===== src/rtl/pir_multi_alarm.sv =====
// N-channel PIR motion-alarm controller: per-channel decimated window averaging,
// threshold trip detection, timed buzzer and persistent alarm statistics.
module pir_multi_alarm #(
  parameter int N_CH        = 3,
  parameter int SAMPLE_W    = 7,
  parameter int AVG_LOG2    = 2,
  parameter int SAMPLE_DIV  = 4,
  parameter int BUZZ_CYCLES = 100
) (
  input  logic                     clk,
  input  logic                     rst,
  input  logic                     enable,
  input  logic                     stop_alarm,
  input  logic                     clear_stats,
  input  logic [SAMPLE_W-1:0]      threshold,
  input  logic [N_CH*SAMPLE_W-1:0] pir_sensor,
  output logic [N_CH-1:0]          led,
  output logic                     buzzer,
  output logic [N_CH*SAMPLE_W-1:0] avg_out,
  output logic                     avg_valid,
  output logic [SAMPLE_W-1:0]      last_level,
  output logic [SAMPLE_W-1:0]      peak_level,
  output logic [7:0]               trigger_count,
  output logic [1:0]               state_out
);

  localparam int WIN    = 1 << AVG_LOG2;
  localparam int ACC_W  = SAMPLE_W + AVG_LOG2;
  localparam int DIV_W  = (SAMPLE_DIV > 1) ? $clog2(SAMPLE_DIV) : 1;
  localparam int IDX_W  = (AVG_LOG2 > 0) ? AVG_LOG2 : 1;
  localparam int BUZZ_W = (BUZZ_CYCLES > 1) ? $clog2(BUZZ_CYCLES) : 1;

  localparam logic [DIV_W-1:0]  DIV_LAST  = DIV_W'(SAMPLE_DIV - 1);
  localparam logic [IDX_W-1:0]  IDX_LAST  = IDX_W'(WIN - 1);
  localparam logic [BUZZ_W-1:0] BUZZ_LAST = BUZZ_W'(BUZZ_CYCLES - 1);

  typedef enum logic [1:0] {
    S_OFF   = 2'd0,
    S_ARMED = 2'd1,
    S_ALARM = 2'd2,
    S_CLEAR = 2'd3
  } state_t;

  state_t              state;
  state_t              state_nxt;
  logic [DIV_W-1:0]    div_cnt;
  logic [IDX_W-1:0]    sample_idx;
  logic [BUZZ_W-1:0]   buzz_cnt;
  logic [ACC_W-1:0]    acc     [N_CH];
  logic [ACC_W-1:0]    acc_sum [N_CH];
  logic [SAMPLE_W-1:0] avg_new [N_CH];
  logic [N_CH-1:0]     trip;
  logic [SAMPLE_W-1:0] trip_max;
  logic [3:0]          trip_cnt;
  logic                strobe;
  logic                window_done;
  logic                alarm_entry;
  logic [7:0]          base_cnt;
  logic [8:0]          cnt_sum;
  logic [7:0]          cnt_next;
  logic [SAMPLE_W-1:0] base_peak;
  logic [SAMPLE_W-1:0] peak_next;

  assign strobe      = (state == S_ARMED) && enable && (div_cnt == DIV_LAST);
  assign window_done = strobe && (sample_idx == IDX_LAST);
  assign alarm_entry = (state == S_ARMED) && (state_nxt == S_ALARM);
  assign state_out   = state;

  // The window average includes the sample arriving on the closing strobe.
  always_comb begin
    trip     = '0;
    trip_max = '0;
    trip_cnt = '0;
    for (int i = 0; i < N_CH; i++) begin
      acc_sum[i] = acc[i] + ACC_W'(pir_sensor[i*SAMPLE_W +: SAMPLE_W]);
      avg_new[i] = SAMPLE_W'(acc_sum[i] >> AVG_LOG2);
      if (avg_new[i] >= threshold) begin
        trip[i]  = 1'b1;
        trip_cnt = trip_cnt + 4'd1;
        if (avg_new[i] > trip_max) trip_max = avg_new[i];
      end
    end
  end

  always_comb begin
    base_cnt  = clear_stats ? 8'd0 : trigger_count;
    cnt_sum   = {1'b0, base_cnt} + 9'(trip_cnt);
    cnt_next  = cnt_sum[8] ? 8'hFF : cnt_sum[7:0];
    base_peak = clear_stats ? '0 : peak_level;
    peak_next = (trip_max > base_peak) ? trip_max : base_peak;
  end

  always_ff @(posedge clk or posedge rst) begin
    if (rst) state <= S_OFF;
    else     state <= state_nxt;
  end

  always_comb begin
    state_nxt = state;
    buzzer    = 1'b0;
    case (state)
      S_OFF: begin
        if (enable) state_nxt = S_ARMED;
      end
      S_ARMED: begin
        if (!enable)                state_nxt = S_OFF;
        else if (window_done && |trip) state_nxt = S_ALARM;
      end
      S_ALARM: begin
        buzzer = 1'b1;
        if ((buzz_cnt == BUZZ_LAST) || stop_alarm || !enable) state_nxt = S_CLEAR;
      end
      S_CLEAR: begin
        state_nxt = enable ? S_ARMED : S_OFF;
      end
      default: state_nxt = S_OFF;
    endcase
  end

  // Sampling only runs while armed; every other state keeps the window empty.
  always_ff @(posedge clk or posedge rst) begin
    if (rst) begin
      div_cnt       <= '0;
      sample_idx    <= '0;
      buzz_cnt      <= '0;
      for (int i = 0; i < N_CH; i++) acc[i] <= '0;
      avg_out       <= '0;
      avg_valid     <= 1'b0;
      led           <= '0;
      last_level    <= '0;
      peak_level    <= '0;
      trigger_count <= '0;
    end else begin
      avg_valid <= 1'b0;
      if ((state == S_ARMED) && enable) begin
        if (strobe) begin
          div_cnt <= '0;
          if (window_done) begin
            sample_idx <= '0;
            avg_valid  <= 1'b1;
            for (int i = 0; i < N_CH; i++) begin
              acc[i] <= '0;
              avg_out[i*SAMPLE_W +: SAMPLE_W] <= avg_new[i];
            end
          end else begin
            sample_idx <= sample_idx + IDX_W'(1);
            for (int i = 0; i < N_CH; i++) acc[i] <= acc_sum[i];
          end
        end else begin
          div_cnt <= div_cnt + DIV_W'(1);
        end
      end else begin
        div_cnt    <= '0;
        sample_idx <= '0;
        for (int i = 0; i < N_CH; i++) acc[i] <= '0;
      end

      buzz_cnt <= (state == S_ALARM) ? buzz_cnt + BUZZ_W'(1) : '0;

      if (state_nxt != S_ALARM) led <= '0;
      else if (alarm_entry)     led <= trip;

      // A clear coinciding with alarm entry is folded into base_cnt/base_peak.
      if (alarm_entry) begin
        trigger_count <= cnt_next;
        last_level    <= trip_max;
        peak_level    <= peak_next;
      end else if (clear_stats) begin
        trigger_count <= '0;
        last_level    <= '0;
        peak_level    <= '0;
      end
    end
  end

endmodule


===== config.mk =====
export PLATFORM = sky130hd
export DESIGN_NAME = pir_multi_alarm
export DESIGN_NICKNAME = d
export VERILOG_FILES = /design/src/rtl/pir_multi_alarm.sv
export SDC_FILE = /design/constraint.sdc
export NUM_CORES = 1
export LEC_CHECK = 0
export BUFFER_PORTS_ARGS = -buffer_cell sky130_fd_sc_hd__buf_2
export CAP_MARGIN = 25
export CORE_ASPECT_RATIO = 1.25
export CORE_MARGIN = 5
export CORE_UTILIZATION = 35
export DETAILED_ROUTE_END_ITERATION = 6
export HOLD_SLACK_MARGIN = 0.03
export SLEW_MARGIN = 20
export SYNTH_ARGS = -nofsm -noshare
export SYNTH_HDL_FRONTEND = slang
export SYNTH_SLANG_ARGS = --single-unit

===== constraint.sdc =====
create_clock -name clk -period 15.6 [get_ports clk]
set_input_delay 1.56 -clock clk [delete_from_list [all_inputs] [get_ports clk]]
set_output_delay 1.56 -clock clk [all_outputs]
set_load 0.005 [all_outputs]

==> results of run 1 <==
## placed cells by master (no fill, tap or decap), drive strengths merged, types with 6 or more instances in the layout
master,netlist,routed
inv,41,41
and2,7,7
a21oi,30,30
xor2,10,10
xnor2,11,11
o21a,6,6
nand4,8,8
a21o,14,14
dfrtp,87,87
nor2b,10,10
nand2,74,74
and3,6,6
a31oi,7,7
nor3,7,7
o21ai,38,38
nand3b,8,8
clkbuf,12,10
buf,4,85
mux2i,17,17
a22o,20,20
ha,70,70
nand3,14,14
nand2b,15,15
nor2,29,29
## through the flow
stage | hold WS [ns] | utilization
after global routing | 0.463 | 0.413
after floorplan | 0.414 | -
after global placement | 0.425 | 0.396
after detailed placement | 0.438 | 0.396
final | 0.447 | 0.413
after CTS | 0.448 | 0.413
## synthesized netlist by cell type (5+ instances only)
library cell,number,area [µm²]
nor3_1,6,30.0
nor3b_1,5,37.5
and2_1,7,43.8
dfrtp_1,87,2180
inv_1,39,146
nand2_1,74,278
nor2_1,29,109
nand3_1,14,70.1
and3_1,6,37.5
a21o_1,13,97.6
xnor2_1,11,96.3
xor2_1,10,87.6
nand3b_1,8,60.1
nand2b_1,15,93.8
o21a_1,6,45.0
nand4_1,8,50.1
nor2b_1,10,62.6
o21ai_0,34,170
a21oi_1,30,150
clkbuf_1,12,45.0
a31oi_1,7,43.8
mux2i_1,16,160
ha_1,70,876
a22o_1,20,175
## routing by layer
metal,global-route usage,share of wire
met5,0,0
met2,0.290,0.51
met1,0.188,0.44
met4,0.0579,0.022
met3,0.0288,0.031
## logic make-up (layout without fill, tap and decap cells)
logic type	after synthesis	after routing	synth area share
flops	87	87	0.375
compound gates	148	148	0.174
simple gates	202	202	0.181
xor+xnor	21	21	0.0317
mux	19	19	0.0338
fa+ha+maj	74	74	0.165
buf+inv	58	143	0.0395
## path summary, 6_finish.rpt
kind | from | to | slack [ns] | cells after the start
worst max-delay path | pir_sensor[5] | peak_level[0] | 6.53 | 30
worst min-delay path | div_cnt[0] | div_cnt[0] | 0.45 | 1
worst max register to register | acc[23] | peak_level[0] | 7.46 | 29
worst min register to register | div_cnt[0] | div_cnt[0] | 0.45 | 1
max in group asynchronous | rst | avg_out[13] | 13.55 | 3
min in group asynchronous | rst | buzz_cnt[1] | 1.08 | 2
## registers in the layout, indices dropped and copies added, names as in the netlist
signal,cells
last_level,7
avg_out,21
avg_valid,1
div_cnt,2
peak_level,7
buzz_cnt,7
sample_idx,2
led,3
trigger_count,8
state_out,2
acc,27
## final cells by class
class,instances,share of cell area
clock inverters,6,0.00689
flip-flops and latches,87,0.324
multi-input cells,464,0.506
clock buffers,10,0.0341
well taps,216,0.0402
repair buffers,85,0.0650
inverters,42,0.0240
## power groups by stage
stage	Clock [mW]	Combinational, mW	Sequential [mW]
after floorplan	0	0.0481	0.232
after global placement	0	0.0662	0.232
after detailed placement	0	0.0686	0.232
after CTS	0.209	0.0691	0.227
after global routing	0.219	0.0781	0.227
final	0.205	0.0686	0.227
==> key figures, run 1 <==
Status
  – Status: completed

Logic synthesis
  – Syn Inst Count: slightly above 600
  – Ys Warns: 0
  – Syn Area/Cell: 9.53 µm²
  – Post-synth EDFFs: 0
  – Top_reg_cell synth: dfrtp_1
  – Seq/Total Area, Yosys: 0.375
  – Asr flop ratio synth: 1.00
  – Mapped Area: 5800 µm²
  – Distinct cells, synth: between 60 and 70
  – Synth Net Count: 716
  – Yosys reg bits: 87

Clock network
  – Setup bufs post-CTS: 0
  – Num CTS Buffers: 9
  – Clock tree sinks: slightly below 90
  – Clock Latency Late Sink: 0.35 ns
  – CTS Root Cell: clkbuf_16
  – CTS tree: built
  – Hold-fix buffers, CTS: 0
  – # resized after CTS: 0
  – Clock slew seen by the registers of the worst setup and hold paths: around 0.07 ns
  – H-tree levels: 3
  – Worst-case clock buffer depth: 2

GRT
  – Tot GR Track Use: 0.160
  – Vias in the first global route: roughly 5,000
  – Total grt overflow: 0
  – Initial antenna violation count: 0
  – Largest net degree at the start of global routing: 81
  – Global-route wire length before repair: 25.3 mm

Worst setup path
  – Worst path top cell family by delay: compound AO/OA/AOI/OAI gates
  – Most used cell, CP: ha_1
  – CP Capture Type: flip-flop
  – Crit path buf inv count: 2
  – Critical Path Start Type: input pin
  – CP Max Fanout: 7
  – Slowest cell on the critical path: a2111oi_0
  – CP max stage delay: 0.54 ns
  – Critical Path RT: between 15 and 20 ns
  – WS Path Type: in -> reg
  – Worst EP arrival: around 9.3 ns

Timing
  – Clk_skew: 0.00905 ns
  – Final WS setup: 6.53 ns
  – Setup TNS: 0 ns
  – RSZ-0062 raised after global routing: no
  – Final Hold Violating Endpoints: 0
  – Final setup viols: 0
  – Final Max Slew Viols: 0
  – Min Tclk post-route: 9.07 ns
  – Slew of the pin with the lowest slew margin: 0.946 ns
  – Slew margin rel.: 0.369
  – Fmax: 110 MHz
  – Period utilisation layout: 0.582

Pwr
  – Sw Ratio: 0.280
  – Total power: 501 µW
  – Clock power share: 0.409
  – Combinational Power Share: 0.137
  – Power Internal: 361 µW
  – Maximum vdd drop: 0.0417 mV
  – Pleak: 3.53 nW
  – Reg power frac: 0.454
  – Psw: 140 µW
  – Power per Cell Area: 74.5 nW/µm²

Die
  – Die area: a little under 20,000 µm²
  – Die Ht: 154 µm
  – Site row count: 52
  – Initial core utilization: 0.357
  – Die width: roughly 130 µm
  – # IOs: 83
  – Core Area: 16,300 µm²

Placement
  – Port Buf Inserts: 82
  – Post-place setup slack: 6.21 ns
  – DP Cell Count: 894
  – Placer Congestion: 0.953
  – HPWL Detailed: 11.7 mm
  – Area after DPL: 6440 µm²

Routing
  – DRT Pass-1 Iters: 4
  – Routed Wire Length: 15.2 mm
  – Iter 0 DRT Violations: 219
  – Routed wire per std cell: 16.7 µm
  – Vias: 4,775
  – Detail Route Antenna Nets: 0
  – DRC Markers: 0
  – Via density: ~5.2

Cells and area
  – Layout cell share with drive strength beyond 1: 0.173
  – Finished Cell Area: 6720 µm²
  – Multi-input logic area: about 3400 µm²
  – Storage cell area: 2180 µm²
  – P&R area growth vs syn: 15.8%
  – # nets final: 796
  – Diode count: 0
  – Fin cells: 910
  – FILL cells: 1,641

Job
  – Max cap viols: 0

Worst hold path
  – Worst Hold Class: reg -> reg
Power figures use the tool's default switching activity.
==> inputs of run 2 (changes only) <==
==> constraint.sdc (replaced) <==
create_clock -name clk -period 8 [get_ports clk]
set_input_delay 0.8 -clock clk [delete_from_list [all_inputs] [get_ports clk]]
set_output_delay 0.8 -clock clk [all_outputs]
set_load 0.005 [all_outputs]
==> key figures, run 2 (synthesis gave the netlist of run 1 again) <==
Routing
  – DRT Pass-1 Iters: 5 (was 4)
  – Detail Route Antenna Nets: 0 (unchanged)
  – DRC Markers: 0 (unchanged)
  – Via density: 5.29 (was 5.25)
  – Routed wire per std cell: 16.8 µm (was 16.7 µm)
  – Vias: 4,930 (was 4,775)
  – Iter 0 DRT Violations: 241 (was 219)
  – Routed Wire Length: 15.7 mm (was 15.2 mm)

Cells and area
  – Layout cell share with drive strength beyond 1: 0.207 (was 0.173)
  – P&R area growth vs syn: 20.7% (was 15.8%)
  – Reg with most FFs: acc (unchanged)
  – Max reg flops: 27 (unchanged)
  – FILL cells: 1,636 (was 1,641)
  – Most frequent cells in the layout: 87 x dfrtp_1, 82 x buf_2, 74 x nand2_1 (unchanged)
  – Diode count: 0 (unchanged)
  – # nets final: 819 (was 796)
  – Most common cell after layout, fill and taps aside: dfrtp_1 (unchanged)
  – Finished Cell Area: 7000 µm² (was 6720 µm²)
  – Biggest regs: acc x27, avg_out x21, trigger_count x8 (unchanged)

Clock network
  – H-tree levels: 3 (unchanged)
  – Clock slew seen by the registers of the worst setup and hold paths: 0.06 ns (was 0.07 ns)
  – Clock tree sinks: 87 (unchanged)
  – Clock Latency Late Sink: 0.35 ns (about the same)
  – Worst-case clock buffer depth: 2 (unchanged)
  – CTS tree: built (unchanged)
  – CTS Root Cell: clkbuf_16 (unchanged)
  – Num CTS Buffers: 9 (unchanged)

GRT
  – Initial antenna violation count: 0 (unchanged)
  – Tot GR Track Use: 0.161 (was 0.160)
  – Total grt overflow: 0 (unchanged)
  – Largest net degree at the start of global routing: 47 (was 81)
  – Global-route wire length before repair: 25.3 mm (about the same)
  – Vias in the first global route: 5,131 (was 5,043)

Worst setup path
  – Most used cell, CP: ha_1 (unchanged)
  – CP Capture Type: flip-flop (unchanged)
  – RR Startpoint: acc[23] (unchanged)
  – CP Launch Point: pir_sensor[5] (unchanged)
  – Worst EP arrival: 7.86 ns (was 9.30 ns)
  – CP Max Fanout: 6 (was 7)
  – Critical Path Start Type: input pin (unchanged)
  – Critical Path RT: 8.26 ns (was 15.83 ns)
  – CP max stage delay: 0.49 ns (was 0.54 ns)
  – WS Path Type: in -> reg (unchanged)
  – Slowest cell on the critical path: a2111oi_1 (was a2111oi_0)

Die
  – Die width: 125 µm (unchanged)
  – Site row count: 52 (unchanged)
  – Die area: 19,300 µm² (unchanged)
  – Die Ht: 154 µm (unchanged)
  – # IOs: 83 (unchanged)
  – Initial core utilization: 0.357 (unchanged)
  – Core Area: 16,300 µm² (unchanged)

Placement
  – Placer Congestion: 0.946 (was 0.953)
  – Post-place setup slack: -0.207 ns (was 6.21 ns)
  – Area after DPL: 6610 µm² (was 6440 µm²)
  – Port Buf Inserts: 82 (unchanged)
  – HPWL Detailed: 12.0 mm (was 11.7 mm)

Timing
  – Period utilisation layout: 0.949
  – Fmax: 132 MHz
  – Final setup viols: 0 (unchanged)
  – Slew margin rel.: 0.360 (was 0.369)
  – Final Max Slew Viols: 0 (unchanged)
  – Slew of the pin with the lowest slew margin: 0.959 ns (was 0.946 ns)
  – Min Tclk post-route: approximately 7.6 ns
  – Clk_skew: 0.00495 ns (was 0.00905 ns)
  – Final Hold Violating Endpoints: 0 (unchanged)
  – Final WS setup: 0.405 ns (was 6.53 ns)

Job
  – Max cap viols: 0 (unchanged)

Worst hold path
  – Worst Hold Class: reg -> reg (unchanged)
  – Hold wc startpoint: div_cnt[0] (unchanged)

Pwr
  – Power per Cell Area: 155 nW/µm² (was 74.5 nW/µm²)
  – Pleak: 3.67 nW (was 3.53 nW)
  – Maximum vdd drop: 0.0972 mV (was 0.0417 mV)
  – Total power: 1.09 mW (was 501 µW)

Status
  – Status: completed (unchanged)
==> run 2: cell count changes in the layout (fill, tap and decap cells not counted), sizes merged <==
cell,before,now
clkinv,5,2
bufinv,0,3
clkinvlp,2,0
inv,41,40
buf,85,108
clkbuf,10,12
==> run 2: per-layer routing <==
| layer | vias up | share of wire | global-route usage |
|---|---|---|---|
| met2 | 114 | 0.51 | 0.286 |
| li1 | 2401 | - | - |
| met5 | - | 0 | 0 |
| met3 | 31 | 0.047 | 0.0350 |
| met4 | 0 | 0.026 | 0.0697 |
| met1 | 2384 | 0.42 | 0.188 |
==> run 2: worst paths after layout <==
check	to	slack [ns]	depth (start not counted)
max	peak_level[2]	0.41	35
max reg2reg	peak_level[2]	0.59	34
max in group asynchronous	avg_out[16]	6.37	3
min	div_cnt[0]	0.46	1
min in group asynchronous	state_out[0]	0.55	2
min reg2reg	div_cnt[0]	0.46	1
==> run 2: cell type report <==
| type | instances | area (µm²) | share of cell area |
|---|---|---|---|
| multi-input cells | 464 | 3440 | 0.491 |
| flip-flops and latches | 87 | 2180 | 0.311 |
| clock buffers | 12 | 256 | 0.0366 |
| inverters | 42 | 161 | 0.0231 |
| clock inverters | 3 | 90.1 | 0.0129 |
| repair buffers | 108 | 606 | 0.0865 |
| well taps | 216 | 270 | 0.0386 |
==> run 2: critical path: cells and delay by family <==
| family | cells | cell delay [ns] |
|---|---|---|
| muxes | 2 | 0.40 |
| buffers and inverters | 5 | 0.62 |
| and+or+nand+nor | 12 | 2.22 |
| adders and majority gates | 5 | 1.36 |
| AOI/OAI and AO/OA | 11 | 2.41 |
==> run 2: what timing repair did <==
item / 4_1_cts / 5_1_grt
endpoints found under the setup margin: 0 / 7
buffers inserted: 0 / 1
gates resized for setup: 0 / 11
hold buffers: 0 / 0
==> run 2: stage by stage <==
step | std cells | hold slack [ns] | utilization | TNS, ns
CTS | 931 | 0.465 | 0.428 | 0
detailed placement | 916 | 0.452 | 0.406 | -1.18
global route | 932 | 0.466 | 0.430 | -0.0648
finish | 932 | 0.457 | 0.430 | 0
global placement | 916 | 0.425 | 0.406 | 0
floorplan | 609 | 0.414 | - | 0
==> run 2: power by group <==
group          total (mW)  internal, mW  switching [mW]
Clock               0.496         0.321           0.175
Sequential          0.444         0.442         0.00143
Combinational       0.148        0.0587          0.0894
Total                1.09         0.822           0.266
